**config.mk**
```make
export PLATFORM = sky130hd
export DESIGN_NAME = vga_roi_overlay
export DESIGN_NICKNAME = d
export VERILOG_FILES = /design/src/rtl/vga_roi_overlay.sv
export SDC_FILE = /design/constraint.sdc
export NUM_CORES = 1
export LEC_CHECK = 0
export CAP_MARGIN = 20
export CORE_MARGIN = 3
export CORE_UTILIZATION = 45
export CTS_CLUSTER_SIZE = 16
export DETAILED_ROUTE_END_ITERATION = 6
export PLACE_DENSITY = 0.67
export SLEW_MARGIN = 25
export SYNTH_ARGS = -nofsm -noshare
export SYNTH_HDL_FRONTEND = slang
export SYNTH_SLANG_ARGS = --single-unit
```
**constraint.sdc**
```tcl
create_clock -name clk -period 16.41 [get_ports clk]
set_input_delay 1.641 -clock clk [delete_from_list [all_inputs] [get_ports clk]]
set_output_delay 1.641 -clock clk [all_outputs]
set_load 0.05 [all_outputs]
```
**src/rtl/vga_roi_overlay.sv**
```systemverilog
// Two-stage overlay on the VGA pixel stream: draws a rectangular outline of BOX_RGB
// whose coordinates are shadowed and only take effect at the next frame start.
module vga_roi_overlay #(
  parameter logic        HS_POL  = 1'b0,
  parameter logic        VS_POL  = 1'b0,
  parameter logic [11:0] THICK   = 12'd2,
  parameter logic [23:0] BOX_RGB = 24'hFF0000
) (
  input  logic        clk,
  input  logic        rst,
  input  logic        in_hs,
  input  logic        in_vs,
  input  logic        in_de,
  input  logic [23:0] in_rgb,
  input  logic [11:0] roi_x0,
  input  logic [11:0] roi_x1,
  input  logic [11:0] roi_y0,
  input  logic [11:0] roi_y1,
  input  logic        roi_wr,
  input  logic        box_en,
  output logic        out_hs,
  output logic        out_vs,
  output logic        out_de,
  output logic [23:0] out_rgb,
  output logic        frame_start
);

  localparam logic [12:0] THICK13 = {1'b0, THICK};

  logic        vs_prev_q, de_prev_q;
  logic [11:0] sh_x0_q, sh_x1_q, sh_y0_q, sh_y1_q;
  logic [11:0] act_x0_q, act_x1_q, act_y0_q, act_y1_q;
  logic        act_en_q;
  logic [11:0] x_q, x_d, y_q, y_d;

  logic        s1_hs_q, s1_vs_q, s1_de_q, s1_hit_q, s1_fs_q;
  logic [23:0] s1_rgb_q;

  logic        fs;
  logic [12:0] x13, y13, ax0, ax1, ay0, ay1;
  logic        inx, iny, edge_l, edge_r, edge_t, edge_b, hit;

  assign fs = (in_vs == VS_POL) && (vs_prev_q != VS_POL);

  always_comb begin
    x_d = 12'd0;
    if (in_de) x_d = (x_q == 12'hFFF) ? x_q : x_q + 12'd1;
    y_d = y_q;
    if (fs) y_d = 12'd0;
    else if (de_prev_q && !in_de && (y_q != 12'hFFF)) y_d = y_q + 12'd1;
  end

  // 13-bit compares so x0+THICK and x+THICK never wrap at the 4095 boundary
  always_comb begin
    x13    = {1'b0, x_q};
    y13    = {1'b0, y_q};
    ax0    = {1'b0, act_x0_q};
    ax1    = {1'b0, act_x1_q};
    ay0    = {1'b0, act_y0_q};
    ay1    = {1'b0, act_y1_q};
    inx    = (x13 >= ax0) && (x13 <= ax1);
    iny    = (y13 >= ay0) && (y13 <= ay1);
    edge_l = x13 < (ax0 + THICK13);
    edge_r = (x13 + THICK13) > ax1;
    edge_t = y13 < (ay0 + THICK13);
    edge_b = (y13 + THICK13) > ay1;
    hit    = act_en_q && in_de && inx && iny && (edge_l || edge_r || edge_t || edge_b);
  end

  always_ff @(posedge clk or posedge rst) begin
    if (rst) begin
      vs_prev_q <= ~VS_POL;
      de_prev_q <= 1'b0;
      sh_x0_q   <= 12'd0;
      sh_x1_q   <= 12'd0;
      sh_y0_q   <= 12'd0;
      sh_y1_q   <= 12'd0;
      act_x0_q  <= 12'd0;
      act_x1_q  <= 12'd0;
      act_y0_q  <= 12'd0;
      act_y1_q  <= 12'd0;
      act_en_q  <= 1'b0;
      x_q       <= 12'd0;
      y_q       <= 12'd0;
    end else begin
      vs_prev_q <= in_vs;
      de_prev_q <= in_de;
      x_q       <= x_d;
      y_q       <= y_d;
      // Active set loads the old shadow, so a write on the fs cycle waits a frame
      if (fs) begin
        act_x0_q <= sh_x0_q;
        act_x1_q <= sh_x1_q;
        act_y0_q <= sh_y0_q;
        act_y1_q <= sh_y1_q;
        act_en_q <= box_en;
      end
      if (roi_wr) begin
        sh_x0_q <= roi_x0;
        sh_x1_q <= roi_x1;
        sh_y0_q <= roi_y0;
        sh_y1_q <= roi_y1;
      end
    end
  end

  always_ff @(posedge clk or posedge rst) begin
    if (rst) begin
      s1_hs_q     <= ~HS_POL;
      s1_vs_q     <= ~VS_POL;
      s1_de_q     <= 1'b0;
      s1_rgb_q    <= 24'd0;
      s1_hit_q    <= 1'b0;
      s1_fs_q     <= 1'b0;
      out_hs      <= ~HS_POL;
      out_vs      <= ~VS_POL;
      out_de      <= 1'b0;
      out_rgb     <= 24'd0;
      frame_start <= 1'b0;
    end else begin
      s1_hs_q     <= in_hs;
      s1_vs_q     <= in_vs;
      s1_de_q     <= in_de;
      s1_rgb_q    <= in_rgb;
      s1_hit_q    <= hit;
      s1_fs_q     <= fs;
      out_hs      <= s1_hs_q;
      out_vs      <= s1_vs_q;
      out_de      <= s1_de_q;
      out_rgb     <= s1_hit_q ? BOX_RGB : (s1_de_q ? s1_rgb_q : 24'd0);
      frame_start <= s1_fs_q;
    end
  end

endmodule
```
Word-level counts from Yosys, hierarchy flattened:

Cells that the tools add are included.

* $add $sub $neg: 6
* $lt $le $gt $ge: 8
* equality and inequality tests: 3
* mux-type cells: 6
* bitwise gates (word level): 1
* reductions and logical operators: 14

Operators with widths (count)
* $add A12 B2 Y13 const B: 4
* $mux W12: 4
* $mux W24: 2
* $gt A13 B12 Y1: 2
* $lt A12 B13 Y1: 2
* $add A12 B1 Y12 const B: 2
* $ge A12 B12 Y1: 2
* $le A12 B12 Y1: 2
* $eq A12 B12 Y1 const B: 1
* $ne A12 B12 Y1 const B: 1
* $logic_and A1 B1 Y1: 9
* $logic_or A1 B1 Y1: 3
* $ne A2 B2 Y1 const B: 1
* $reduce_bool A2 Y1: 1
* $logic_not A1 Y1: 1
* $not A1 Y1: 1

* flip-flop bits (word level): 178
* input bits: 79
* output and inout bits: 28
* word-level logic and storage cells: 60

Longest topological paths before layout:

Gate-level depths: netlist of run 1.

* depth in word-level cells: 6
* mapped depth: 12
* depth with buffers taken out: 12

Least setup slack after synthesis of run 1:

OpenSTA, ideal clock, no wires.

* path type: input -> register
* from: input port roi_wr
* to: register sh_y0_q[0]
* library setup time: 0.125 ns
* arrival time: 2.680 ns
* slack: 13.606 ns
* stages: 3
* cells stage by stage: clkbuf_1 > buf_1 > mux2_2

RTL lines
* from (decl): line 19 `input logic roi_wr,`
* to (signal assigned): line 101 `sh_y0_q <= roi_y0;`
* to (decl): line 31 `logic [11:0] sh_x0_q, sh_x1_q, sh_y0_q, sh_y1_q;`

No word-level cell between the ends.

Worst setup path in the final report of run 1:

* from: register y_q[1]
* to: register s1_hit_q

* longest elaborated chain between the ends: 4
* elaborated cells on any way between the ends: 10

RTL lines
* from (decl): line 34 `logic [11:0] x_q, x_d, y_q, y_d;`
* from (signal assigned): line 89 `y_q <= y_d;`
* $add A12 B2 Y13, or another cell as far along: line 66 `edge_b = (y13 + THICK13) > ay1;`
* $gt A13 B12 Y1, or another cell as far along: line 66
* $logic_or A1 B1 Y1 or $logic_and A1 B1 Y1 (tied branches): line 67 `hit = act_en_q && in_de && inx && iny && (edge_l || edge_r || edge_t || edge_b);`
* $logic_and A1 B1 Y1 (*): line 67
* net hit: line 41 `logic inx, iny, edge_l, edge_r, edge_t, edge_b, hit;`
* to (signal assigned): line 125 `s1_hit_q <= hit;`
* to (decl): line 36 `logic s1_hs_q, s1_vs_q, s1_de_q, s1_hit_q, s1_fs_q;`

Mark *: on every way through the listed nets, which the timed path passes. The rest lies on a longest branch.
A chain may end at the register's enable or synchronous reset.

==> impl_metrics.json, run 1 <==
{
  "postPlaceCellArea_mm2": 0.01032,
  "end_kind": "register",
  "final_cell_area_mm2": 0.01089,
  "clock_sinks": 178,
  "die_y_um": 147.3,
  "layout-drive-gt1-share_pct": 10.95,
  "layout_min_cycle_time_ns": 3.473,
  "synth_top_area_share_pct": 48.49,
  "crit_chain": "ha_1 > nand3_1 > nor2_1 > nand3_1 > xnor2_1 > ha_1 > a21o_1 > a21oi_1 > nand2_1 > o311a_1 > nor4_1 > a311oi_1",
  "row_count": 51,
  "layout.cells.non_filler": 1206,
  "postSynthCellCount": 822,
  "synth.avg_cell_area_um2": 10.92,
  "cp_slowest_stage_delay_ns": 0.49,
  "final_max_slew_viol_count": 0,
  "ctsRootBufferMaster": "clkbuf_16",
  "hold_viol": 0,
  "synth-main-ff-cell": "dfrtp_1",
  "synthXorXnorAreaFrac_pct": 4.779,
  "fin_worst_skew_ns": 0.006524,
  "synth.yosys.seq_area_share_pct": 49.66,
  "antenna_found_initial": 0,
  "synth.distinct_cells": 48,
  "status": "completed",
  "yosysMostFrequentCell": "dfrtp_1",
  "port_buffers": 106,
  "n_antenna_cell": 0,
  "async_flop_share_pct": 100.0,
  "power.density_mw_per_mm2": 98.39,
  "yosysTopAreaCell": "dfrtp_1",
  "grt_pass1_vias": 6134,
  "arrival_ns": 3.75,
  "timing.fmax_mhz": 288.0,
  "rsz0062_at_grt": "false",
  "tritoncts": "built",
  "cts-resized-gates": 0,
  "p_leak_nw": 5.064,
  "nNetsFinal": 1105,
  "fin_setup_tns_ns": 0,
  "crit_type": "register to register",
  "die_area_mm2": 0.02169,
  "syn-cell-area_mm2": 0.008980,
  "yosysWarnings": 0,
  "hpwlAfterDp_um": 13000,
  "synth_edf_count": 0,
  "ios": 107,
  "grt_pass1_wl_um": 30650,
  "grt_usage_pct": 17.35,
  "syn-num-nets": 999,
  "power_w": 0.001071,
  "placed_cells": 1174,
  "slowest_stage": "dfrtp_1",
  "wl_per_cell_um": 14.90,
  "hold_path_class": "register to register",
  "cts_buffers": 17,
  "setup_viol": 0,
  "maxCapViolations": 0,
  "nFillCells": 1711,
  "clk_pin_slew_ns": 0.07,
  "dr.pass1.iters": 4,
  "period_share_pct": 21.16,
  "synth_mux_area_share_pct": 6.646,
  "synth-simple-area-share_pct": 12.09,
  "gp_congestion": 0.8550,
  "clockBufferDepth": 2,
  "post-route-drc-count": 0,
  "wl_um": 17970,
  "synth_seq_cells": 178,
  "vias": 6180,
  "postCtsHoldBufs": 0,
  "synth_fa_ha_area_share_pct": 13.65,
  "critPathMaxFanout": 7,
  "worst_slew_pin_slew_ns": 0.8921,
  "grt_max_degree": 105,
  "max_slew_margin_pct": 40.53,
  "die_w_um": 147.3,
  "synth_top_family_by_area": "adder cells",
  "overflow": 0,
  "post_cts_buffers": 0,
  "synth_compound_area_share_pct": 9.851,
  "start_util_pct": 45.99,
  "cp-start-kind": "register",
  "ant_nets": 0,
  "area_growth_pct": 21.23,
  "core_mm2": 0.01953,
  "drt_iter0_drc": 258,
  "synthTopCellsByArea": "dfrtp_1 48%, ha_1 14%, mux2_2 6.6%, o21ai_0 3.7%, xnor2_1 3.0%",
  "htreeDepth": 4,
  "synth_common_cells": "174 x dfrtp_1, 98 x ha_1, 67 x o21ai_0",
  "clock_latency_ns": 0.43,
  "ir_drop_uv": 74.50,
  "avgViaCountPerCell": 5.124,
  "crit_required_ns": 16.69
}
kinds of logic (layout without fill, tap and decap cells):
group | after synthesis | after routing
multiplexers | 53 | 53
adder cells (fa/ha/maj) | 98 | 98
flip-flops | 178 | 178
XOR/XNOR | 49 | 49
buffers and inverters | 79 | 198
AO/OA/AOI/OAI | 149 | 149
AND/OR/NAND/NOR | 216 | 216
power by group:
group          total, W  internal, W  switching (W)
Sequential     0.000502     0.000478      0.0000235
Clock          0.000387     0.000201       0.000186
Combinational  0.000182    0.0000819       0.000101
routing by layer:
layer,global-route usage [%],vias to the layer above,part of all wire (%)
li1,-,3081,-
met1,25.60,2947,51
met2,26.47,138,43
met3,2.992,14,4.6
met4,5.126,0,1.2
met5,0,-,0
registers in the layout (all words and copies together) (netlist names), 12 cells and up:
register / cells
out_rgb: 24
s1_rgb_q: 24
act_x0_q: 12
act_x1_q: 12
act_y0_q: 12
act_y1_q: 12
sh_x0_q: 12
sh_x1_q: 12
sh_y0_q: 12
sh_y1_q: 12
x_q: 12
y_q: 12
placed cells by master, fill, tap and decap left out, types with 2 or more instances in the layout:
cell type	count
a2111oi_0	2
a211oi_1	10
a21o_1	20
a21oi_1	34
and2_1	19
and3_1	10
and4_1	3
buf_4	3
clkbuf_16	17
clkdlybuf4s50_1	105
clkinv_4	2
clkinvlp_4	3
dfrtp_1	174
dfstp_2	4
ha_1	98
inv_1	56
inv_6	5
inv_8	5
mux2_2	53
nand2_1	65
nand2b_1	2
nand3_1	38
nand4_1	12
nor2_1	34
nor2b_1	3
nor3_1	10
nor4_1	2
o211ai_1	3
o21ai_0	67
o21bai_1	3
o22ai_1	2
or3_1	7
xnor2_1	31
xor2_1	18
cell type report:
class                   count  area [um2]  area share, %
clock inverters            15       136.4          1.253
flip-flops and latches    178        4459          40.96
well taps                 265       331.6          3.046
repair buffers            109        1085          9.964
clock buffers              17       425.4          3.908
inverters                  57       219.0          2.011
multi-input cells         565        4230          38.86
critical path: cells and delay by family (launching register included):
family	cells	cell delay, ns
flip-flops	1	0.49
AND/OR/NAND/NOR	5	1.29
AO/OA/AOI/OAI	4	0.92
XOR/XNOR	1	0.17
adder cells (fa/ha/maj)	2	0.44
through the flow:
| step | utilization [%] | hold WS (ns) | worst slack (ns) |
|---|---|---|---|
| after global placement | 52.85 | 0.3462 | 12.56 |
| after global routing | 55.75 | 0.3616 | 12.70 |
| after detailed placement | 52.86 | 0.3508 | 12.54 |
| after floorplan | - | 0.3312 | 9.945 |
| after CTS | 55.74 | 0.3609 | 12.91 |
| final | 55.75 | 0.3593 | 12.94 |
final timing paths:
check / from / to / slack [ns] / depth (start not counted)
min reg2reg: s1_hs_q / out_hs / 0.36 / 0
min in group asynchronous: rst / sh_y1_q[6] / 1.79 / 2
max reg2reg: y_q[1] / s1_hit_q / 12.94 / 12
max in group asynchronous: rst / y_q[3] / 13.45 / 3
min: s1_hs_q / out_hs / 0.36 / 0
max: y_q[1] / s1_hit_q / 12.94 / 12
(Power assumes the default switching activity.)
==> run 2, diff against run 1 <==
Clock period 16.41 ns to 3.2 ns, I/O delays scaled along.
==> run 2 against run 1 <==
Compared with the run above:
- die area unchanged
- cell count up 1.7%
- non-clock buffer count up 20
- setup slack worse by 13 ns
- critical endpoint unchanged
- sequential share of layout area down 0.85 points
- critical path depth down 1
==> impl_metrics.json, run 2 (synthesized netlist as in run 1, its figures left out) <==
{
  "reg_top3": "out_rgb: 24 flops, s1_rgb_q: 24 flops",
  "die_y_um": 147.3,
  "grt_max_degree": 49,
  "gr-usage-met2_pct": 27.58,
  "clk_pin_slew_ns": 0.07,
  "period_share_pct": 95.04,
  "fin_worst_skew_ns": 0.007821,
  "fin_hold_ws_ns": 0.2424,
  "maxCapViolations": 0,
  "wl_um": 19000,
  "postCtsHoldBufs": 0,
  "final_max_slew_viol_count": 0,
  "antenna_found_initial": 0,
  "max_slew_margin_pct": 44.65,
  "arrival_ns": 3.33,
  "post-route-drc-count": 0,
  "gr-max-usage-layer": "met2",
  "layout_commonest_cell": "dfrtp_1",
  "dr.pass1.iters": 5,
  "layout_min_cycle_time_ns": 3.041,
  "critPathMaxFanout": 10,
  "ir_drop_uv": 380.3,
  "die_area_mm2": 0.02169,
  "nNetsFinal": 1125,
  "drt_iter0_drc": 354,
  "hold_viol": 0,
  "cts_buffers": 17,
  "layout-drive-gt1-share_pct": 13.22,
  "pre_cts_ws_ns": 0.1318,
  "n_antenna_cell": 0,
  "status": "completed",
  "grt_usage_pct": 18.56,
  "p_leak_nw": 5.197,
  "wl_per_cell_um": 15.50,
  "gp_congestion": 0.8976,
  "fin_setup_tns_ns": 0,
  "clock_latency_ns": 0.43,
  "crit_required_ns": 3.49,
  "end_kind": "register",
  "hold_path_class": "input pin to async pin",
  "hpwlAfterDp_um": 14070,
  "vias": 6316,
  "setup_slack_ns": 0.1586,
  "die_w_um": 147.3,
  "overflow": 0,
  "postPlaceCellArea_mm2": 0.01050,
  "ctsRootBufferMaster": "clkbuf_16",
  "rsz0062_at_grt": "false",
  "port_buffers": 106,
  "start_util_pct": 45.99,
  "ios": 107,
  "cp-start-kind": "register",
  "ant_nets": 0,
  "mostFrequentLayoutCells": "172 x dfrtp_1, 105 x clkdlybuf4s50_1, 98 x ha_1",
  "setup_viol": 0,
  "final_cell_area_mm2": 0.01112,
  "core_mm2": 0.01953,
  "use_met1_pct": 27.57,
  "tritoncts": "built",
  "area_growth_pct": 23.88,
  "clock_sinks": 178,
  "grt_pass1_wl_um": 32400,
  "avgViaCountPerCell": 5.152,
  "worst_slew_pin_slew_ns": 0.8285,
  "grt_pass1_vias": 6292,
  "timing.fmax_mhz": 328.8,
  "clockBufferDepth": 2,
  "power.density_mw_per_mm2": 508.2,
  "grtUsageMet3_pct": 3.146,
  "htreeDepth": 4,
  "row_count": 51,
  "crit_type": "register to register"
}
## run 2: worst paths after layout
| kind | start | to | slack (ns) | depth (start not counted) |
|---|---|---|---|---|
| max | y_q[5] | s1_hit_q | 0.16 | 11 |
| min | rst | act_y0_q[9] | 0.24 | 2 |
| max reg2reg | y_q[5] | s1_hit_q | 0.16 | 11 |
| min reg2reg | s1_fs_q | frame_start | 0.35 | 0 |
| max in group asynchronous | rst | out_hs | 2.18 | 4 |
| min in group clk | in_hs | s1_hs_q | 0.29 | 1 |
## run 2: critical path, cell delays in order (launching register included)
cell and delay [ns]:
dfrtp_1 0.52, and4_4 0.29, and2_1 0.16, nand3_1 0.11, xnor2_1 0.16, ha_1 0.31, a21o_1 0.17, a21oi_1 0.20
nand2_1 0.09, o311a_1 0.39, nor4_1 0.34, a311oi_1 0.15
## run 2: where the power goes
group	switching (W)	internal [W]	leakage (nW)
clock	0.000979	0.00111	0.291
combinational	0.000552	0.000448	2.72
sequential	0.000109	0.00245	2.18
total	0.00164	0.00401	5.20
## run 2: timing repair
| item | 4_1_cts | 5_1_grt |
|---|---|---|
| setup endpoints to repair | 0 | 1 |
| setup buffers | 0 | 0 |
| resized for setup | 0 | 5 |
| endpoints found under the hold margin | 0 | 0 |
## run 2: cell type report
| class | instances | area (um2) |
|---|---|---|
| Fill cell | 1720 | 8402 |
| Sequential cell | 178 | 4462 |
| Multi-Input combinational cell | 565 | 4239 |
| Timing Repair Buffer | 129 | 1281 |
| Clock buffer | 17 | 425.4 |
| Tap cell | 265 | 331.6 |
| Inverter | 57 | 217.7 |
| Clock inverter | 15 | 167.7 |
## run 2: routing by layer
layer	vias to the layer above	share of wire [%]
li1	3132	-
met1	3019	50
met2	141	44
met3	24	3.8
met4	0	1.7
met5	-	0
## run 2: stage by stage
step	std cells	power (W)	util, %
after floorplan	822	0.003232	-
after global placement	1193	0.003572	53.76
after detailed placement	1193	0.003597	53.77
after CTS	1225	0.005715	56.81
after global routing	1226	0.005983	56.97
final	1226	0.005654	56.97
==> run 3, diff against run 2 <==
Settings changed: CORE_ASPECT_RATIO set to 0.7, HOLD_SLACK_MARGIN set to 0.06.
==> run 3 against run 2 <==
Compared with the run above:
- maximum frequency up 3.6%
- global-route usage up 0.47 points
- core utilization up 0.74 points
- count of clock-buffer cells in the layout unchanged
- combinational power about the same
- sequential cell count unchanged
- die area up 0.12%
- power down 0.22%
- critical path type unchanged
- setup slack better by 0.11 ns
- design area down 0.22%
==> impl_metrics.json, run 3 (synthesized netlist as in run 1, its figures left out) <==
{
  "post-route-drc-count": 0,
  "crit_path_end": "s1_hit_q",
  "end_kind": "register",
  "clk_pin_slew_ns": 0.07,
  "setup_viol": 0,
  "die_area_mm2": 0.02171,
  "post_cts_buffers": 0,
  "reg_top3": "out_rgb: 24 flops, s1_rgb_q: 24 flops",
  "hold_start": "in_hs",
  "p_leak_nw": 5.170,
  "n_antenna_cell": 0,
  "start_util_pct": 46.69,
  "dr.pass1.iters": 5,
  "timing.fmax_mhz": 340.6,
  "grt_pass1_vias": 6238,
  "grt_pass1_wl_um": 32510,
  "power.density_mw_per_mm2": 508.3,
  "htreeDepth": 4,
  "critPathLaunch": "y_q[3]",
  "avgViaCountPerCell": 5.215,
  "rsz0062_at_grt": "false",
  "reg2reg_setup_slack_ns": 0.26,
  "worst_slew_pin_slew_ns": 0.8625,
  "hold_path_class": "input pin to register",
  "cp-start-kind": "register",
  "cts-resized-gates": 0,
  "row_count": 42,
  "crit_required_ns": 3.49,
  "ios": 107,
  "layout-drive-gt1-share_pct": 12.67,
  "gp_congestion": 0.8857,
  "crit_type": "register to register",
  "die_y_um": 124.2,
  "fin_worst_skew_ns": 0.01711,
  "clock_sinks": 178,
  "postCtsHoldBufs": 0,
  "hold_viol": 0,
  "nNetsFinal": 1119,
  "area_growth_pct": 23.60,
  "layout_min_cycle_time_ns": 2.936,
  "ctsRootBufferMaster": "clkbuf_16",
  "period_share_pct": 91.76,
  "pre_cts_ws_ns": 0.1403,
  "grt_max_degree": 67,
  "tritoncts": "built",
  "wl_per_cell_um": 16.04,
  "ant_nets": 0,
  "max_slew_margin_pct": 42.38,
  "fin_setup_tns_ns": 0,
  "ir_drop_uv": 263.2,
  "die_w_um": 174.8,
  "status": "completed",
  "drt_iter0_drc": 368,
  "core_mm2": 0.01923,
  "mostFrequentLayoutCells": "173 x dfrtp_1, 105 x clkdlybuf4s50_1, 98 x ha_1",
  "port_buffers": 106,
  "antenna_found_initial": 0,
  "setup_slack_ns": 0.2638,
  "hpwlAfterDp_um": 14580,
  "r2r_end": "s1_hit_q",
  "clockBufferDepth": 2,
  "grt_usage_pct": 19.03,
  "nFillCells": 1636,
  "vias": 6357,
  "r2r-start": "y_q[3]",
  "cts_buffers": 17,
  "final_max_slew_viol_count": 0,
  "r2r_cells": 11,
  "wl_um": 19560,
  "layout_commonest_cell": "dfrtp_1",
  "utilization_pct": 57.71,
  "arrival_ns": 3.23,
  "clock_latency_ns": 0.44,
  "critPathMaxFanout": 8,
  "overflow": 0,
  "maxCapViolations": 0
}
run 3: changes by cell type in the layout (fill, tap and decap cells not counted), sizes merged:
cell,change
buf,-6
clkinv,+2
bufinv,-1
inv,-1
run 3: area by class of cell:
type	instances	area [um2]	share of cell area, %
clock buffers	17	425.4	3.833
clock inverters	15	183.9	1.657
inverters	57	217.7	1.961
multi-input cells	565	4248	38.27
flip-flops and latches	178	4461	40.19
well taps	264	330.3	2.976
repair buffers	123	1234	11.11
run 3: per-stage QoR:
| step | hold WS [ns] | instances | cell area, um2 | total power [W] |
|---|---|---|---|---|
| after global routing | 0.2914 | 1219 | 11100 | 0.005944 |
| after floorplan | 0.3245 | 822 | 8984 | 0.003232 |
| after detailed placement | 0.3449 | 1187 | 10470 | 0.003582 |
| final | 0.2928 | 1219 | 11100 | 0.005641 |
| after global placement | 0.3426 | 1187 | 10470 | 0.003564 |
| after CTS | 0.2772 | 1219 | 11080 | 0.005700 |
run 3: how the worst min path moves through the flow:
stage	endpoint	slack [ns]	cells past startpoint
final	s1_hs_q	0.29	1
after global routing	s1_hs_q	0.29	1
after CTS	s1_hs_q	0.28	1
after detailed placement	frame_start	0.34	0
after global placement	frame_start	0.34	0
after floorplan	s1_hs_q	0.32	0
run 3: layer usage:
layer	GRT usage [%]	up-vias	routed length [um]
met1	29.28	3044	10190
met3	3.991	24	1113
met5	0	-	0
met2	26.51	173	7982
met4	6.375	0	269
li1	-	3116	-
run 3: worst max-delay path, stage by stage, from the launching register on:
cell and delay [ns]:
dfrtp_1 0.49, and3_1 0.31, and2_1 0.19, nand3_1 0.10, xnor2_1 0.16, ha_1 0.30, a21o_1 0.16, a21oi_1 0.19
nand2_1 0.09, o311a_1 0.38, nor4_2 0.29, a311oi_1 0.14
run 3: power breakdown:
part	internal, W	switching (W)	leakage [nW]
Clock	0.00106	0.00104	0.294
Sequential	0.00245	0.000113	2.19
Combinational	0.000439	0.000540	2.69
==> variant 1, RTL diff (config.mk and constraints of run 2) <==
Change the parameter `HS_POL` from 1'b0 to 1'b1.
--- a/src/rtl/vga_roi_overlay.sv
+++ b/src/rtl/vga_roi_overlay.sv
@@ -2,5 +2,5 @@
 // whose coordinates are shadowed and only take effect at the next frame start.
 module vga_roi_overlay #(
-  parameter logic        HS_POL  = 1'b0,
+  parameter logic        HS_POL  = 1'b1,
   parameter logic        VS_POL  = 1'b0,
   parameter logic [11:0] THICK   = 12'd2,
Check against the original RTL: not equivalent (Yosys sat finds a counterexample within 4 cycles, from zero or initial values and one cycle with rst high).
==> variant 1 against run 2 <==
Setup slack better by 0.026 ns. First-iteration DRC count is 0.28% lower. Routed wire length is 3.4% lower. Count of clock-buffer cells in the layout unchanged. Design area is essentially flat. Via count fell by 1.7%. Non-clock buffer count rose by 2. Power down 0.46%. Synthesized area is essentially flat. Fmax rose by 0.87%. Sequential cell count stayed put. Largest cell class unchanged. Highest routed layer unchanged.
==> variant 1: results (changes against run 2) <==
INFO  metric met2RoutedLength = 7810 um (-6.8%)
INFO  metric worst_clock_skew = 0.00877 ns (+0.000947 ns)
INFO  metric p_comb_share = 17.4% (-0.3 points)
INFO  metric first_global_vias = 6,288 (-0.064%)
INFO  metric seqPwrFrac = 45.4% (about the same)
INFO  metric reg2reg_setup_slack = 0.18 ns (+0.03 ns)
INFO  metric detailroute.wirelength.met3 = 710 um (-1.1%)
INFO  metric gr-usage-met3 = 3.21% (+0.062 points)
INFO  metric place_congestion = 0.849 (-5.5%)
INFO  metric postSynthCellCount = 822 (unchanged)
INFO  metric hold_ws = 0.321 ns (+0.0789 ns)
INFO  metric synth_seq_area_share = 49.6% (about the same)
INFO  metric slew_of_the_pin_with_the_lowest_slew_margin = 0.698 ns (-0.130 ns)
INFO  metric status = finished clean
INFO  metric gr-usage-met1 = 26.6% (-0.98 points)
INFO  metric cp_slowest_stage_delay = 0.36 ns (-0.16 ns)
INFO  metric internal_power = 4010 uW (-0.21%)
INFO  metric pin_count_of_the_biggest_net_entering_global_routing = 72 (+47%)
INFO  metric ir_drop = 0.374 mV (-1.5%)
INFO  metric place.detailed.hpwl = 13,700 um (-2.9%)
INFO  metric groute.layer.met2.usage = 26.2% (-1.4 points)
INFO  metric dr_pass1_iterations = 4 (-1)
INFO  metric worst-endpoint-arrival = 3.31 ns (-0.02 ns)
INFO  metric layout-drive-gt1-share = 12.9% (-0.34 points)
INFO  metric setup_slack = 0.185 ns (+0.0263 ns)
INFO  metric place_worst_setup_slack = 0.207 ns (+0.0747 ns)
INFO  metric synth.top_cells.by_area = sky130_fd_sc_hd__dfrtp_1, sky130_fd_sc_hd__ha_1, sky130_fd_sc_hd__mux2_2
INFO  metric fillCellCount = 1,704 (-0.93%)
INFO  metric hp-class = in -> reg
INFO  metric grt_use_total = 17.8% (-0.77 points)
INFO  metric number_of_placed_instances_with_taps_included = 1,195 (+0.17%)
INFO  metric drt_iter0_drc = 353 (-0.28%)
INFO  metric num-nets-final = 1,127 (+0.18%)
INFO  metric power_leakage = 0.00520 uW (+0.10%)
INFO  metric synth.top_cells.by_count = sky130_fd_sc_hd__dfrtp_1, sky130_fd_sc_hd__ha_1, sky130_fd_sc_hd__o21ai_0
INFO  metric grt_antenna_before_repair = 0 (unchanged)
INFO  metric first_pass_grt_wire_length = 31,200 um (-3.6%)
INFO  metric cp_max_fo = 4 (-6)
INFO  metric detailroute.via_count = 6,210 (-1.7%)
INFO  metric vias_per_cell = 5.06 (-1.8%)
INFO  metric finalWirelength = 18,400 um (-3.4%)
[variant 1: cell count changes in the layout (fill, tap and decap cells not counted), moves of 2 or more]
cell	run 2	this run
sky130_fd_sc_hd__dfrtp_2	2	0
sky130_fd_sc_hd__dfstp_2	4	2
sky130_fd_sc_hd__dfrtp_1	172	176
sky130_fd_sc_hd__clkinvlp_4	2	4
[variant 1: kinds of logic (layout without fill, tap and decap cells)]
kind of cell,Yosys count,in the layout,synth area share (%)
AOI/OAI and AO/OA,149,149,9.85
buffers and inverters,79,220,3.32
xor gates and xnor gates,49,49,4.78
DFF,178,178,49.6
adders and majority gates,98,98,13.7
and+or+nand+nor,216,216,12.1
muxes,53,53,6.65
[variant 1: final cells by class]
class | count | area, um^2 | area share (%)
clock inverter | 15 | 166 | 1.50
timing repair buffer | 131 | 1290 | 11.6
tap | 265 | 332 | 2.98
sequential | 178 | 4460 | 40.0
clock buffer | 17 | 425 | 3.82
multi-input combinational | 565 | 4240 | 38.1
inverter | 57 | 218 | 1.96
==> variant 2, RTL diff (config.mk and constraints of run 2) <==
Without the edit above. The output `out_vs` loses its register stage (`out_vs` becomes a continuous assignment).
--- a/src/rtl/vga_roi_overlay.sv
+++ b/src/rtl/vga_roi_overlay.sv
@@ -114,5 +114,4 @@
       s1_fs_q     <= 1'b0;
       out_hs      <= ~HS_POL;
-      out_vs      <= ~VS_POL;
       out_de      <= 1'b0;
       out_rgb     <= 24'd0;
@@ -126,5 +125,4 @@
       s1_fs_q     <= fs;
       out_hs      <= s1_hs_q;
-      out_vs      <= s1_vs_q;
       out_de      <= s1_de_q;
       out_rgb     <= s1_hit_q ? BOX_RGB : (s1_de_q ? s1_rgb_q : 24'd0);
@@ -133,3 +131,5 @@
   end
 
+  assign out_vs = s1_vs_q;
+
 endmodule
Function: changed (a bounded check fails within 4 cycles, from zero or initial values and one cycle with rst high).
==> variant 2 against run 2 <==
First-iteration DRC count shrank 16%. Routed wire length shrank 5.5%. Core utilization grew 0.67 points. Worst hold slack gained 0.056 ns. Via count shrank 1.9%. Setup slack gained 0.16 ns. Design area shrank 0.81%. Cell count shrank 1.2%. Power shrank 0.17%. Sequential cell count shrank 1. Synthesized area shrank 0.29%. Fmax grew 5.6%. Critical path type unchanged. Critical endpoint unchanged. Largest cell class unchanged. Highest routed layer unchanged.
==> variant 2: results (changes against run 2) <==
INFO  metric cp_max_fo = 4 (-6)
INFO  metric drt_iter0_drc = 297 (-16%)
INFO  metric power_leakage = 0.00515 uW (-0.91%)
INFO  metric synth.top_cells.by_count = sky130_fd_sc_hd__dfrtp_1, sky130_fd_sc_hd__ha_1, sky130_fd_sc_hd__o21ai_0
INFO  metric first_pass_grt_wire_length = 30,900 um (-4.6%)
INFO  metric dr_pass1_iterations = 4 (-1)
INFO  metric ir_drop = 0.354 mV (-7.0%)
INFO  metric gr-usage-met3 = 2.78% (-0.37 points)
INFO  metric synth.top_cells.by_area = sky130_fd_sc_hd__dfrtp_1, sky130_fd_sc_hd__ha_1, sky130_fd_sc_hd__mux2_2
INFO  metric status = finished clean
INFO  metric worst_slew_margin_rel = 48.9% (+4.2 points)
INFO  metric pin_count_of_the_biggest_net_entering_global_routing = 107 (+120%)
INFO  metric num-nets-final = 1,115 (-0.89%)
INFO  metric groute.layer.met2.usage = 25.6% (-1.9 points)
INFO  metric worst-endpoint-arrival = 3.17 ns (-0.16 ns)
INFO  metric post_dp_cell_area = 0.0104 mm^2 (-0.76%)
INFO  metric gr-usage-met1 = 26.4% (-1.1 points)
INFO  metric place.detailed.hpwl = 13,100 um (-7.3%)
INFO  metric place_congestion = 0.881 (-1.9%)
INFO  metric finalWirelength = 18,000 um (-5.5%)
INFO  metric detailroute.via_count = 6,194 (-1.9%)
INFO  metric worst_clock_skew = 0.00542 ns (-0.00241 ns)
INFO  metric grt_use_total = 17.4% (-1.1 points)
INFO  metric postSynthNetCount = 998 (-0.10%)
INFO  metric grt_antenna_before_repair = 0 (unchanged)
INFO  metric hp-class = in -> reg
INFO  metric cts-htree-levels = 4 (unchanged)
INFO  metric layout-drive-gt1-share = 12.1% (-1.1 points)
INFO  metric first_global_vias = 6,121 (-2.7%)
INFO  metric synth_seq_area_share = 49.5% (-0.15 points)
INFO  metric postSynth.topFlopCell = sky130_fd_sc_hd__dfrtp_1
INFO  metric ys_warn_count = 0 (unchanged)
## variant 2: changes by cell type in the layout (fill, tap and decap cells not counted), sizes merged
cell	delta
clkinv	-2
inv	+1
buf	-9
dfstp	-1
clkbuf	+1
## variant 2: worst max-delay path: stages (launching register included)
cell and delay (ns):
sky130_fd_sc_hd__dfrtp_1 0.36, sky130_fd_sc_hd__ha_1 0.22, sky130_fd_sc_hd__nand3_1 0.19, sky130_fd_sc_hd__nor2_2 0.26
sky130_fd_sc_hd__nand3_1 0.16, sky130_fd_sc_hd__xnor2_1 0.17, sky130_fd_sc_hd__ha_1 0.19, sky130_fd_sc_hd__a21o_1 0.17
sky130_fd_sc_hd__a21oi_1 0.17, sky130_fd_sc_hd__nand2_1 0.07, sky130_fd_sc_hd__o311a_1 0.36, sky130_fd_sc_hd__nor4_1 0.29
sky130_fd_sc_hd__a311oi_1 0.14
## variant 2: worst paths after layout
path | start | slack (ns) | to | cells past startpoint
worst max-delay path | y_q[1] | 0.32 | s1_hit_q | 12
worst min register to register | s1_fs_q | 0.35 | frame_start | 0
worst min-delay path | in_hs | 0.30 | s1_hs_q | 1
worst max register to register | y_q[1] | 0.32 | s1_hit_q | 12
max in group asynchronous | rst | 2.08 | out_vs | 3
min in group asynchronous | rst | 0.37 | sh_y0_q[2] | 2
## variant 2: what timing repair did
action,4_1_cts,5_1_grt
buffers inserted,0,0
endpoints found under the setup margin,0,1
hold buffers,0,0
gates resized for setup,0,3
endpoints found under the hold margin,0,0
## variant 2: area by class of cell
| cell class | count | area [um^2] |
|---|---|---|
| Fill cell | 1651 | 8110 |
| Clock inverter | 14 | 165 |
| Inverter | 57 | 218 |
| Clock buffer | 18 | 439 |
| Multi-Input combinational cell | 565 | 4240 |
| Sequential cell | 177 | 4430 |
| Timing Repair Buffer | 120 | 1210 |
| Tap cell | 260 | 325 |
## variant 2: kinds of logic (layout without fill, tap and decap cells)
group	Yosys count	in the layout	synth area share, %
DFF	177	177	49.5
AOI/OAI and AO/OA	149	149	9.88
buffers and inverters	79	209	3.33
xor gates and xnor gates	49	49	4.79
muxes	53	53	6.67
adders and majority gates	98	98	13.7
and+or+nand+nor	216	216	12.1
## variant 2: through the flow
stage	worst slack (ns)	cells	utilization (%)
after floorplan	0.495	821	-
after global placement	0.389	1179	54.4
after detailed placement	0.289	1179	54.4
after CTS	0.260	1211	57.6
after global routing	0.00847	1211	57.6
final	0.319	1211	57.6
## variant 2: layer usage
layer,share of wire (%),wire (um)
met3,4.0,712
met1,52,9280
met4,1.6,289
met5,0,0
met2,43,7670
## variant 2: power breakdown
part / leakage (uW) / internal (uW) / switching (uW)
Clock: 0.000296 / 1140 / 988
Sequential: 0.00218 / 2440 / 104
Combinational: 0.00268 / 438 / 535
Total: 0.00515 / 4020 / 1630
